**config.mk**
```make
export PLATFORM = sky130hd
export DESIGN_NAME = mux_arb_n_flat
export DESIGN_NICKNAME = d
export VERILOG_FILES = /design/src/rtl/mux_arb_n_if.sv /design/src/rtl/mux_arb_n.sv /design/src/flat_wrapper.sv
export SDC_FILE = /design/constraint.sdc
export NUM_CORES = 1
export LEC_CHECK = 0
export CORE_MARGIN = 1.5
export CORE_UTILIZATION = 34
export CTS_CLUSTER_DIAMETER = 30
export DETAILED_ROUTE_END_ITERATION = 10
export PLACE_DENSITY = 0.72
export SYNTH_ARGS = -nofsm -noshare
export SYNTH_HDL_FRONTEND = slang
export SYNTH_SLANG_ARGS = --single-unit
```
**constraint.sdc**
```tcl
create_clock -name clk -period 2.65 [get_ports clk]
set_input_delay 0.3975 -clock clk [delete_from_list [all_inputs] [get_ports clk]]
set_output_delay 0.3975 -clock clk [all_outputs]
set_load 0.05 [all_outputs]
```
**src/rtl/mux_arb_n_if.sv**
```systemverilog
// Channel bundle for mux_arb_n: producer-side valid/ready lanes plus the registered consumer port.
// Optional MUX_ARB_LOCK_EN adds the e_ultimo / s_ultimo packet-boundary signals.
interface mux_arb_n_if #(
    parameter int WIDTH = 8,
    parameter int N     = 4,
    parameter int SEL_W = 2
) ();
    logic               en;
    logic               modo;
    logic [SEL_W-1:0]   sel;
    logic [N*WIDTH-1:0] e;
    logic [N-1:0]       e_valid;
    logic [N-1:0]       e_ready;
    logic [WIDTH-1:0]   s;
    logic               s_valid;
    logic               s_ready;
    logic [SEL_W-1:0]   s_canal;
`ifdef MUX_ARB_LOCK_EN
    logic [N-1:0]       e_ultimo;
    logic               s_ultimo;
`endif

    modport master (
        output en, modo, sel, e, e_valid, s_ready,
`ifdef MUX_ARB_LOCK_EN
        output e_ultimo,
        input  s_ultimo,
`endif
        input  e_ready, s, s_valid, s_canal
    );

    modport slave (
        input  en, modo, sel, e, e_valid, s_ready,
`ifdef MUX_ARB_LOCK_EN
        input  e_ultimo,
        output s_ultimo,
`endif
        output e_ready, s, s_valid, s_canal
    );
endinterface

```
**src/rtl/mux_arb_n.sv**
```systemverilog
// N-channel registered mux with fixed-select or round-robin arbitration and valid/ready on both sides.
// Define MUX_ARB_LOCK_EN to hold round-robin grants on one channel until its e_ultimo beat.
module mux_arb_n #(
    parameter int WIDTH = 8,
    parameter int N     = 4,
    parameter int SEL_W = 2
) (
    input  logic        clk,
    input  logic        rst_n,
    mux_arb_n_if.slave  bus
);

    logic [WIDTH-1:0] r_s;
    logic             r_s_valid;
    logic [SEL_W-1:0] r_s_canal;
    logic [SEL_W-1:0] r_ptr;

    logic             w_load;
    logic             w_grant;
    logic [N-1:0]     w_valid_eff;
    logic [2*N-1:0]   w_rot;
    logic             w_rr_found;
    int               w_rr_off;
    int               w_rr_sum;
    logic [SEL_W-1:0] w_rr_ch;
    logic             w_fx_found;
    logic             w_cand_found;
    logic [SEL_W-1:0] w_cand;
    logic [SEL_W-1:0] w_ptr_nxt;
    logic [WIDTH-1:0] w_data;
    logic [N-1:0]     w_e_ready;

`ifdef MUX_ARB_LOCK_EN
    logic             r_lock;
    logic [SEL_W-1:0] r_lock_ch;
    logic             r_s_ultimo;
    logic             w_ultimo;
    logic [N-1:0]     w_lock_mask;

    always_comb begin
        w_lock_mask = '0;
        for (int i = 0; i < N; i++)
            w_lock_mask[i] = !r_lock || (r_lock_ch == SEL_W'(i));
    end

    assign w_valid_eff = bus.e_valid & w_lock_mask;
    assign bus.s_ultimo = r_s_ultimo;
`else
    assign w_valid_eff = bus.e_valid;
`endif

    assign w_load = bus.en && (!r_s_valid || bus.s_ready);

    // Round-robin: rotate the doubled request vector so bit 0 is the channel at r_ptr.
    always_comb begin
        // NOTE: every combinational output gets a default first so no path can infer a latch.
        w_rr_found = 1'b0;
        w_rr_off   = 0;
        w_rot      = {w_valid_eff, w_valid_eff} >> r_ptr;
        for (int k = N - 1; k >= 0; k--) begin
            if (w_rot[k]) begin
                w_rr_found = 1'b1;
                w_rr_off   = k;
            end
        end
        w_rr_sum = int'(r_ptr) + w_rr_off;
        if (w_rr_sum >= N)
            w_rr_sum = w_rr_sum - N;
        w_rr_ch = SEL_W'(w_rr_sum);
    end

    // Fixed mode: a sel value outside 0..N-1 never matches, so it yields no candidate.
    always_comb begin
        w_fx_found = 1'b0;
        for (int i = 0; i < N; i++)
            if (bus.sel == SEL_W'(i) && bus.e_valid[i])
                w_fx_found = 1'b1;
    end

    assign w_cand_found = bus.modo ? w_rr_found : w_fx_found;
    assign w_cand       = bus.modo ? w_rr_ch    : bus.sel;
    assign w_grant      = rst_n && w_load && w_cand_found;
    assign w_ptr_nxt    = (w_cand == SEL_W'(N - 1)) ? '0 : w_cand + SEL_W'(1);

    always_comb begin
        w_data    = '0;
        w_e_ready = '0;
`ifdef MUX_ARB_LOCK_EN
        w_ultimo  = 1'b0;
`endif
        for (int i = 0; i < N; i++) begin
            if (w_cand == SEL_W'(i)) begin
                w_data       = bus.e[i*WIDTH +: WIDTH];
                w_e_ready[i] = w_grant;
`ifdef MUX_ARB_LOCK_EN
                w_ultimo     = bus.e_ultimo[i];
`endif
            end
        end
    end

    // NOTE: sequential state uses non-blocking assignments so every register samples pre-edge values.
    always_ff @(posedge clk or negedge rst_n) begin
        if (!rst_n) begin
            r_s       <= '0;
            r_s_valid <= 1'b0;
            r_s_canal <= '0;
            r_ptr     <= '0;
`ifdef MUX_ARB_LOCK_EN
            r_lock     <= 1'b0;
            r_lock_ch  <= '0;
            r_s_ultimo <= 1'b0;
`endif
        end else begin
            if (w_grant) begin
                r_s       <= w_data;
                r_s_canal <= w_cand;
                r_s_valid <= 1'b1;
                if (bus.modo)
                    r_ptr <= w_ptr_nxt;
`ifdef MUX_ARB_LOCK_EN
                r_s_ultimo <= w_ultimo;
`endif
            end else if (w_load || bus.s_ready) begin
                // Either an empty load slot, or en=0 with the held beat being taken.
                r_s_valid <= 1'b0;
            end
`ifdef MUX_ARB_LOCK_EN
            if (!bus.modo) begin
                r_lock <= 1'b0;
            end else if (w_grant) begin
                r_lock    <= !w_ultimo;
                r_lock_ch <= w_cand;
            end
`endif
        end
    end

    assign bus.e_ready = w_e_ready;
    assign bus.s       = r_s;
    assign bus.s_valid = r_s_valid;
    assign bus.s_canal = r_s_canal;

endmodule

```
**src/flat_wrapper.sv**
```systemverilog
// flat-port wrapper written by rule: the top's interface ports become plain ports
module mux_arb_n_flat 
#(
    parameter int WIDTH = 8,
    parameter int N     = 4,
    parameter int SEL_W = 2
)
  (clk, rst_n, bus_en, bus_modo, bus_sel, bus_e, bus_e_valid, bus_s_ready, bus_e_ready, bus_s, bus_s_valid, bus_s_canal);
  mux_arb_n_if #(.WIDTH(WIDTH), .N(N), .SEL_W(SEL_W)) bus_i ();
  input  logic clk;
  input  logic rst_n;
  input wire logic [$bits(bus_i.en)-1:0] bus_en;
  input wire logic [$bits(bus_i.modo)-1:0] bus_modo;
  input wire logic [$bits(bus_i.sel)-1:0] bus_sel;
  input wire logic [$bits(bus_i.e)-1:0] bus_e;
  input wire logic [$bits(bus_i.e_valid)-1:0] bus_e_valid;
  input wire logic [$bits(bus_i.s_ready)-1:0] bus_s_ready;
  output wire logic [$bits(bus_i.e_ready)-1:0] bus_e_ready;
  output wire logic [$bits(bus_i.s)-1:0] bus_s;
  output wire logic [$bits(bus_i.s_valid)-1:0] bus_s_valid;
  output wire logic [$bits(bus_i.s_canal)-1:0] bus_s_canal;
  assign bus_i.en = bus_en;
  assign bus_i.modo = bus_modo;
  assign bus_i.sel = bus_sel;
  assign bus_i.e = bus_e;
  assign bus_i.e_valid = bus_e_valid;
  assign bus_i.s_ready = bus_s_ready;
  assign bus_e_ready = bus_i.e_ready;
  assign bus_s = bus_i.s;
  assign bus_s_valid = bus_i.s_valid;
  assign bus_s_canal = bus_i.s_canal;
  mux_arb_n #(.WIDTH(WIDTH), .N(N), .SEL_W(SEL_W)) u_core (.clk(clk), .rst_n(rst_n), .bus(bus_i));
endmodule
```
==> results of run 1 <==
[cell type report]
type	count	area, µm²
Fill cell	226	712
Inverter	6	22.5
Sequential cell	13	327
Clock buffer	4	26.3
Tap cell	31	38.8
Multi-Input combinational cell	93	798
Timing Repair Buffer	82	833
[repair_timing]
action / 4_1_cts / 5_1_grt
hold endpoints to repair: 0 / 0
gates resized for setup: 37 / 13
setup endpoints to repair: 13 / 12
cloned: 0 / 1
buffers inserted: 6 / 1
pin swaps: 11 / 9
[kinds of logic after synthesis]
kind of cell,synth area share (%)
buf+inv,5.58
fa+ha+maj,6.35
mux,5.58
simple gates,22.8
flops,33.0
compound gates,26.7
[state kept, by name (all words and copies together), names as in the netlist]
register and count:
u_core.bus.s_valid 1, u_core.bus.s_canal 2, u_core.bus.s 8, u_core.r_ptr 2
[worst max-delay path: cells and delay by family (launching register included)]
family / cells / cell delay, ns
AOI/OAI and AO/OA: 4 / 0.51
and+or+nand+nor: 4 / 0.50
DFF: 1 / 0.46
buffers and inverters: 4 / 0.39
adders and majority gates: 2 / 0.36
[cells in the final DEF, fill, tap and decap left out, types with 2 or more instances in the layout]
| master | n |
|---|---|
| ha_4 | 4 |
| buf_4 | 19 |
| a21oi_2 | 2 |
| nor2b_4 | 2 |
| dlygate4sd2_1 | 3 |
| clkbuf_4 | 3 |
| nor2b_1 | 7 |
| nor3_2 | 3 |
| buf_6 | 3 |
| dfrtp_1 | 12 |
| inv_2 | 4 |
| a221oi_4 | 2 |
| nor2_1 | 12 |
| nand2_1 | 6 |
| inv_1 | 2 |
| a31oi_1 | 2 |
| and2_4 | 4 |
| clkdlybuf4s50_1 | 49 |
| a221oi_2 | 5 |
| buf_12 | 4 |
| o21ai_1 | 2 |
| nor3_1 | 5 |
| buf_8 | 2 |
| a21oi_1 | 21 |
[stage by stage]
stage | TNS [ns] | cells | instance area [µm²]
4_1_cts | -2.55 | 228 | 1960
5_1_grt | -3.36 | 229 | 2050
2_1_floorplan | 0 | 119 | 1000
6_report | -1.77 | 229 | 2050
3_3_place_gp | -8.03 | 219 | 1760
3_5_place_dp | -9.28 | 219 | 1760
[path summary, 6_finish.rpt]
check / end / slack (ns)
max: bus_e_ready[1] / -0.23
min: u_core.bus.s[6]$_DFFE_PN0P_ / 0.49
max reg2reg: u_core.bus.s[6]$_DFFE_PN0P_ / -0.15
min reg2reg: u_core.bus.s_valid$_DFFE_PN0P_ / 0.51
max in group asynchronous: u_core.r_ptr[1]$_DFFE_PN0P_ / 1.99
min in group clk: u_core.bus.s_valid$_DFFE_PN0P_ / 0.51
[where the power goes]
group | internal, W | switching (W)
sequential | 0.000289 | 0.0000699
clock | 0.0000582 | 0.0000590
combinational | 0.000752 | 0.000843
total | 0.00110 | 0.000972
[routing by layer]
layer | wire, µm | global-route usage [%] | vias to the layer above
met1 | 1340 | 21.7 | 575
met3 | 180 | 4.15 | 8
met2 | 1970 | 42.0 | 39
met5 | 0 | 0 | -
met4 | 70 | 4.65 | 0
li1 | - | - | 593
==> key figures, run 1 <==
Floorplan
  – DIE AREA: 0.00323 mm²
  – Core Area: about 0.0028 mm²
  – Num rows: 19
  – Die height: 56.9 µm
  – Chip width: 56.9 µm
  – Starting density of the core: 35.8%
  – I/O pins: 58

Pwr
  – Leak: 0.818 nW
  – Power per cell area: 1010 mW/mm²
  – Maximum vdd drop: about 0.00087 V
  – Tot Pwr: ~0.0021 W

Route
  – 1st-pass router iterations: 4
  – DRC violation count after routing: 0
  – Vias: between 1000 and 1500
  – DRT antenna net count: 0
  – Iter 0 DRT Violations: 43
  – Via-to-Cell Ratio: ~5.3
  – Total Routed Length: 3.56 mm
  – Routed WL per cell: between 15 and 20 µm

Yosys
  – Ys flop type: dfrtp_1
  – Top cells by area, synth: dfrtp_1, a21oi_1, ha_1, a221oi_1, nor2b_1
  – Syn_nets: 167
  – Sequential share of the synthesized area: between 30% and 40%
  – Cell count after synthesis: 119
  – Mean post-synth cell area: roughly 8.3 µm²
  – Synthesis-stage register bit count: 13
  – Number of synthesis warnings: 0
  – Count leader, synth: a21oi_1
  – Post-synth top cells: a21oi_1, dfrtp_1, nor2_1, nor2b_1
  – Post-synth ARST share: 100%
  – Synth top area share: 33.0%
  – Post-synth EDFFs: 0
  – Cell taking the most area after synthesis: dfrtp_1
  – Cell Area, Synth: 986 µm²
  – Cell variety after synth: 31

Worst setup path
  – Crit path max-delay cell type: dfrtp_2
  – Worst r2r src: u_core.r_ptr[1]$_DFFE_PN0P_
  – Worst-path maximum fanout: 6
  – Crit start category: flip-flop
  – Setup CP Type: flip-flop to output port
  – R2R depth: 18
  – Crit end category: output port
  – Worst endpoint data arrival time: 2.49 ns
  – CP peak stage delay: 0.46 ns
  – Worst Setup SP: u_core.r_ptr[1]$_DFFE_PN0P_
  – Data required, critical path: between 2 and 2.5 ns
  – Worst-path cell chain: nand2_2 -> a21oi_2 -> nor2_1 -> a21oi_1 -> a21oi_1 -> ha_2 -> inv_2 -> and4_4 -> o31ai_4 -> inv_2 -> ha_4 -> buf_6 -> and2_4 -> buf_8

STA
  – Clk_skew: 0.00280 ns
  – Min Hold Slack: 0.495 ns
  – Final min period: between 2 and 3 ns
  – RSZ-0062 raised after global routing: true
  – Worst slew margin: 64.7%
  – Worst Slack Setup Final: -0.235 ns
  – Final Max Slew Viols: 0
  – Fin crit share: 109%
  – Tightest Pin Transition: 0.527 ns
  – F_max: 0.347 GHz
  – Final setup violation count: 12
  – Final count of hold timing violations: 0

GRT
  – Largest net degree at the start of global routing: 23
  – Number of global-route vias before repair: 1264
  – First-pass GRT wire length: 5.33 mm
  – Total GRT Usage: roughly a fifth
  – GRT overflow: 0
  – Initial antenna violation count: 0

CTS
  – Num Clock Sinks: 13
  – CTS root buffer: clkbuf_4
  – Clk_lat worst skew: 0.26 ns
  – Htree depth: 1
  – CTS Buf Count: 3
  – Clock slew at reported path FFs: 0.08 ns
  – CTS tree: done
  – Hold buffer count at cts: 0
  – Max Buffers Root-to-Sink: 2

Final layout
  – ANT cells: 0
  – Layout cells sized above 1: 34.3%
  – Synthesis-to-finish area growth: 107%
  – Post-layout util: 74.2%
  – Layout Nets: roughly 250

Hold path
  – Hold Crit Class: primary input to async pin

Place
  – Port bufs: between 50 and 60
  – GP Congestion: 0.811
  – Post-Place Worst Slack: -0.903 ns
  – DP HPWL: between 2 and 3 mm

Run status
  – Violated checks: negative setup slack
  – Outcome: complete, but fails checks

Job
  – Max_cap viols: 0
Note: power is estimated with default switching activity, not from simulation.
==> inputs of run 2 (changes only) <==
- SETUP_SLACK_MARGIN: default -> 0.02
- clock period: 2.65 -> 2.5 ns (I/O delays scaled with it)
==> key figures, run 2 (synthesis results as in run 1) <==
Worst setup path
  – CP endpoint: bus_e_ready[1]
  – Worst-path maximum fanout: 4 (-2)
  – Crit end category: output port
  – Worst r2r src: u_core.r_ptr[1]$_DFFE_PN0P_
  – Worst endpoint data arrival time: 2.49 ns (about the same)
  – Crit start category: flip-flop
  – Worst Setup SP: u_core.r_ptr[1]$_DFFE_PN0P_
  – R2r endpoint: u_core.bus.s[0]$_DFFE_PN0P_
  – Data required, critical path: 2.12 ns (-0.13 ns)
  – R2R depth: 18 (unchanged)
  – Setup CP Type: flip-flop to output port
  – R2R Setup Slk: -0.33 ns (-0.18 ns)

Job
  – Max_cap viols: 0 (unchanged)

Final layout
  – Most common cell after layout, fill and taps aside: clkdlybuf4s50_1
  – Post-layout util: 75.6% (+1.4 points)
  – Layout Nets: 246 (-0.40%)
  – Layout cells sized above 1: 36.5% (+2.2 points)
  – Most frequent cells in the layout: clkdlybuf4s50_1, a21oi_1, buf_4
  – # fillers: 178 (-21%)
  – Synthesis-to-finish area growth: 111%
  – Max reg flops: 8 (unchanged)
  – ANT cells: 0 (unchanged)

STA
  – Worst slew margin: 66.1% (+1.4 points)
  – Fin crit share: 115%
  – Worst Slack Setup Final: -0.364 ns (-0.130 ns)
  – Clk_skew: 0.00601 ns (+0.00321 ns)
  – Final count of hold timing violations: 0 (unchanged)
  – Final setup violation count: 12 (unchanged)
  – F_max: 0.349 GHz
  – Final Max Slew Viols: 0 (unchanged)
  – Final min period: between 2 and 3 ns
  – RSZ-0062 raised after global routing: true
  – Setup_tns: -3.52 ns (-1.75 ns)
  – Tightest Pin Transition: 0.507 ns (-0.0208 ns)

CTS
  – CTS Buf Count: 3 (unchanged)
  – Hold buffer count at cts: 0 (unchanged)
  – CTS tree: done
  – Clock slew at reported path FFs: 0.08 ns (about the same)
  – Num Clock Sinks: 13 (unchanged)
  – CTS root buffer: clkbuf_4
  – Clk_lat worst skew: 0.28 ns (+0.02 ns)
  – Htree depth: 1 (unchanged)
  – Max Buffers Root-to-Sink: 2 (unchanged)

Pwr
  – Maximum vdd drop: 0.000960 V (+11%)
  – Power per cell area: 1070 mW/mm² (+6.0%)
  – Tot Pwr: 0.00224 W (+8.0%)
  – Leak: 0.826 nW (+1.0%)

GRT
  – Largest net degree at the start of global routing: 17 (-26%)
  – GRT overflow: 0 (unchanged)
  – Initial antenna violation count: 0 (unchanged)
  – Total GRT Usage: 20.3% (-0.63 points)
  – First-pass GRT wire length: 5.18 mm (-2.9%)
  – Number of global-route vias before repair: 1203 (-4.8%)

Run status
  – Violated checks: negative setup slack
  – Outcome: complete, but fails checks

Route
  – Wire length on met1: 1.26 mm (-5.7%)
  – Iter 0 DRT Violations: 24 (-44%)
  – Detail Route met2 WL: 1.80 mm (-8.3%)
  – Routed WL per cell: 14.7 µm (-5.6%)
  – Vias: 1197 (-1.5%)
  – Total Routed Length: 3.35 mm (-6.0%)
  – DRT antenna net count: 0 (unchanged)
  – Top Metal Used: met4
  – Met3 wire length: 224 µm (+24%)
  – Via-to-Cell Ratio: 5.25 (-1.0%)
  – 1st-pass router iterations: 4 (unchanged)
  – DRC violation count after routing: 0 (unchanged)

Floorplan
  – Num rows: 19 (unchanged)
  – DIE AREA: 0.00323 mm² (unchanged)
  – I/O pins: 58 (unchanged)
  – Core Area: 0.00276 mm² (unchanged)
  – Die height: 56.9 µm (unchanged)
  – Chip width: 56.9 µm (unchanged)
  – Starting density of the core: 35.8% (unchanged)

Place
  – Port bufs: 57 (unchanged)
  – DP HPWL: 2.46 mm (-4.7%)
  – Post-Place Worst Slack: -0.933 ns (-0.0300 ns)
  – GP Congestion: 0.813 (+0.23%)

Hold path
  – Hold Crit Class: primary input to async pin
-- run 2: layout make-up --
type	count	area, µm²	share of cell area [%]
Timing Repair Buffer	81	842	40.4
Sequential cell	13	327	15.7
Tap cell	31	38.8	1.86
Multi-Input combinational cell	93	828	39.7
Inverter	6	22.5	1.08
Clock buffer	4	26.3	1.26
-- run 2: how the worst min path moves through the flow --
stage                     cells after the start                                end                           start  slack [ns]
final                                         2  u_core.bus.s_canal[1]$_DFFE_PN0P_                           rst_n        0.45
after floorplan                               0        u_core.bus.s[0]$_DFFE_PN0P_                           rst_n        0.08
after global placement                        2     u_core.bus.s_valid$_DFFE_PN0P_  u_core.bus.s_valid$_DFFE_PN0P_        0.48
after detailed placement                      2     u_core.bus.s_valid$_DFFE_PN0P_  u_core.bus.s_valid$_DFFE_PN0P_        0.49
after CTS                                     2        u_core.bus.s[6]$_DFFE_PN0P_                           rst_n        0.45
after global routing                          2  u_core.bus.s_canal[1]$_DFFE_PN0P_                           rst_n        0.46
-- run 2: critical path, stage by stage (launching register included) --
cell     delay, ns
dfrtp_2       0.44
nand2_4       0.07
a21oi_2       0.12
nor2_1        0.06
a21oi_1       0.12
a21oi_1       0.09
ha_2          0.18
inv_2         0.06
buf_6         0.09
a31oi_4       0.03
o31ai_4       0.26
inv_2         0.11
ha_4          0.18
buf_6         0.11
and2_4        0.13
buf_8         0.14
-- run 2: timing repair --
item	in CTS	in global routing
hold endpoints to repair	0	0
pin swaps	11	8
buffers inserted	4	2
gates resized for setup	37	18
setup endpoints to repair	13	13
-- run 2: per-stage QoR --
stage	instance area, µm²	hold slack (ns)	cells
3_5_place_dp	1770	0.494	218
5_1_grt	2080	0.461	228
3_3_place_gp	1770	0.480	218
4_1_cts	1960	0.452	226
6_report	2080	0.447	228
2_1_floorplan	1030	0.0794	119
-- run 2: power by group --
group	leakage [nW]	internal, W	switching (W)
registers	0.146	0.000307	0.0000750
clock network	0.0150	0.0000619	0.0000678
logic	0.664	0.000824	0.000902
-- run 2: routing by layer --
layer,vias up,GRT usage [%]
met3,6,3.23
met1,553,22.6
met4,0,5.98
met2,50,38.9
met5,-,0
li1,588,-
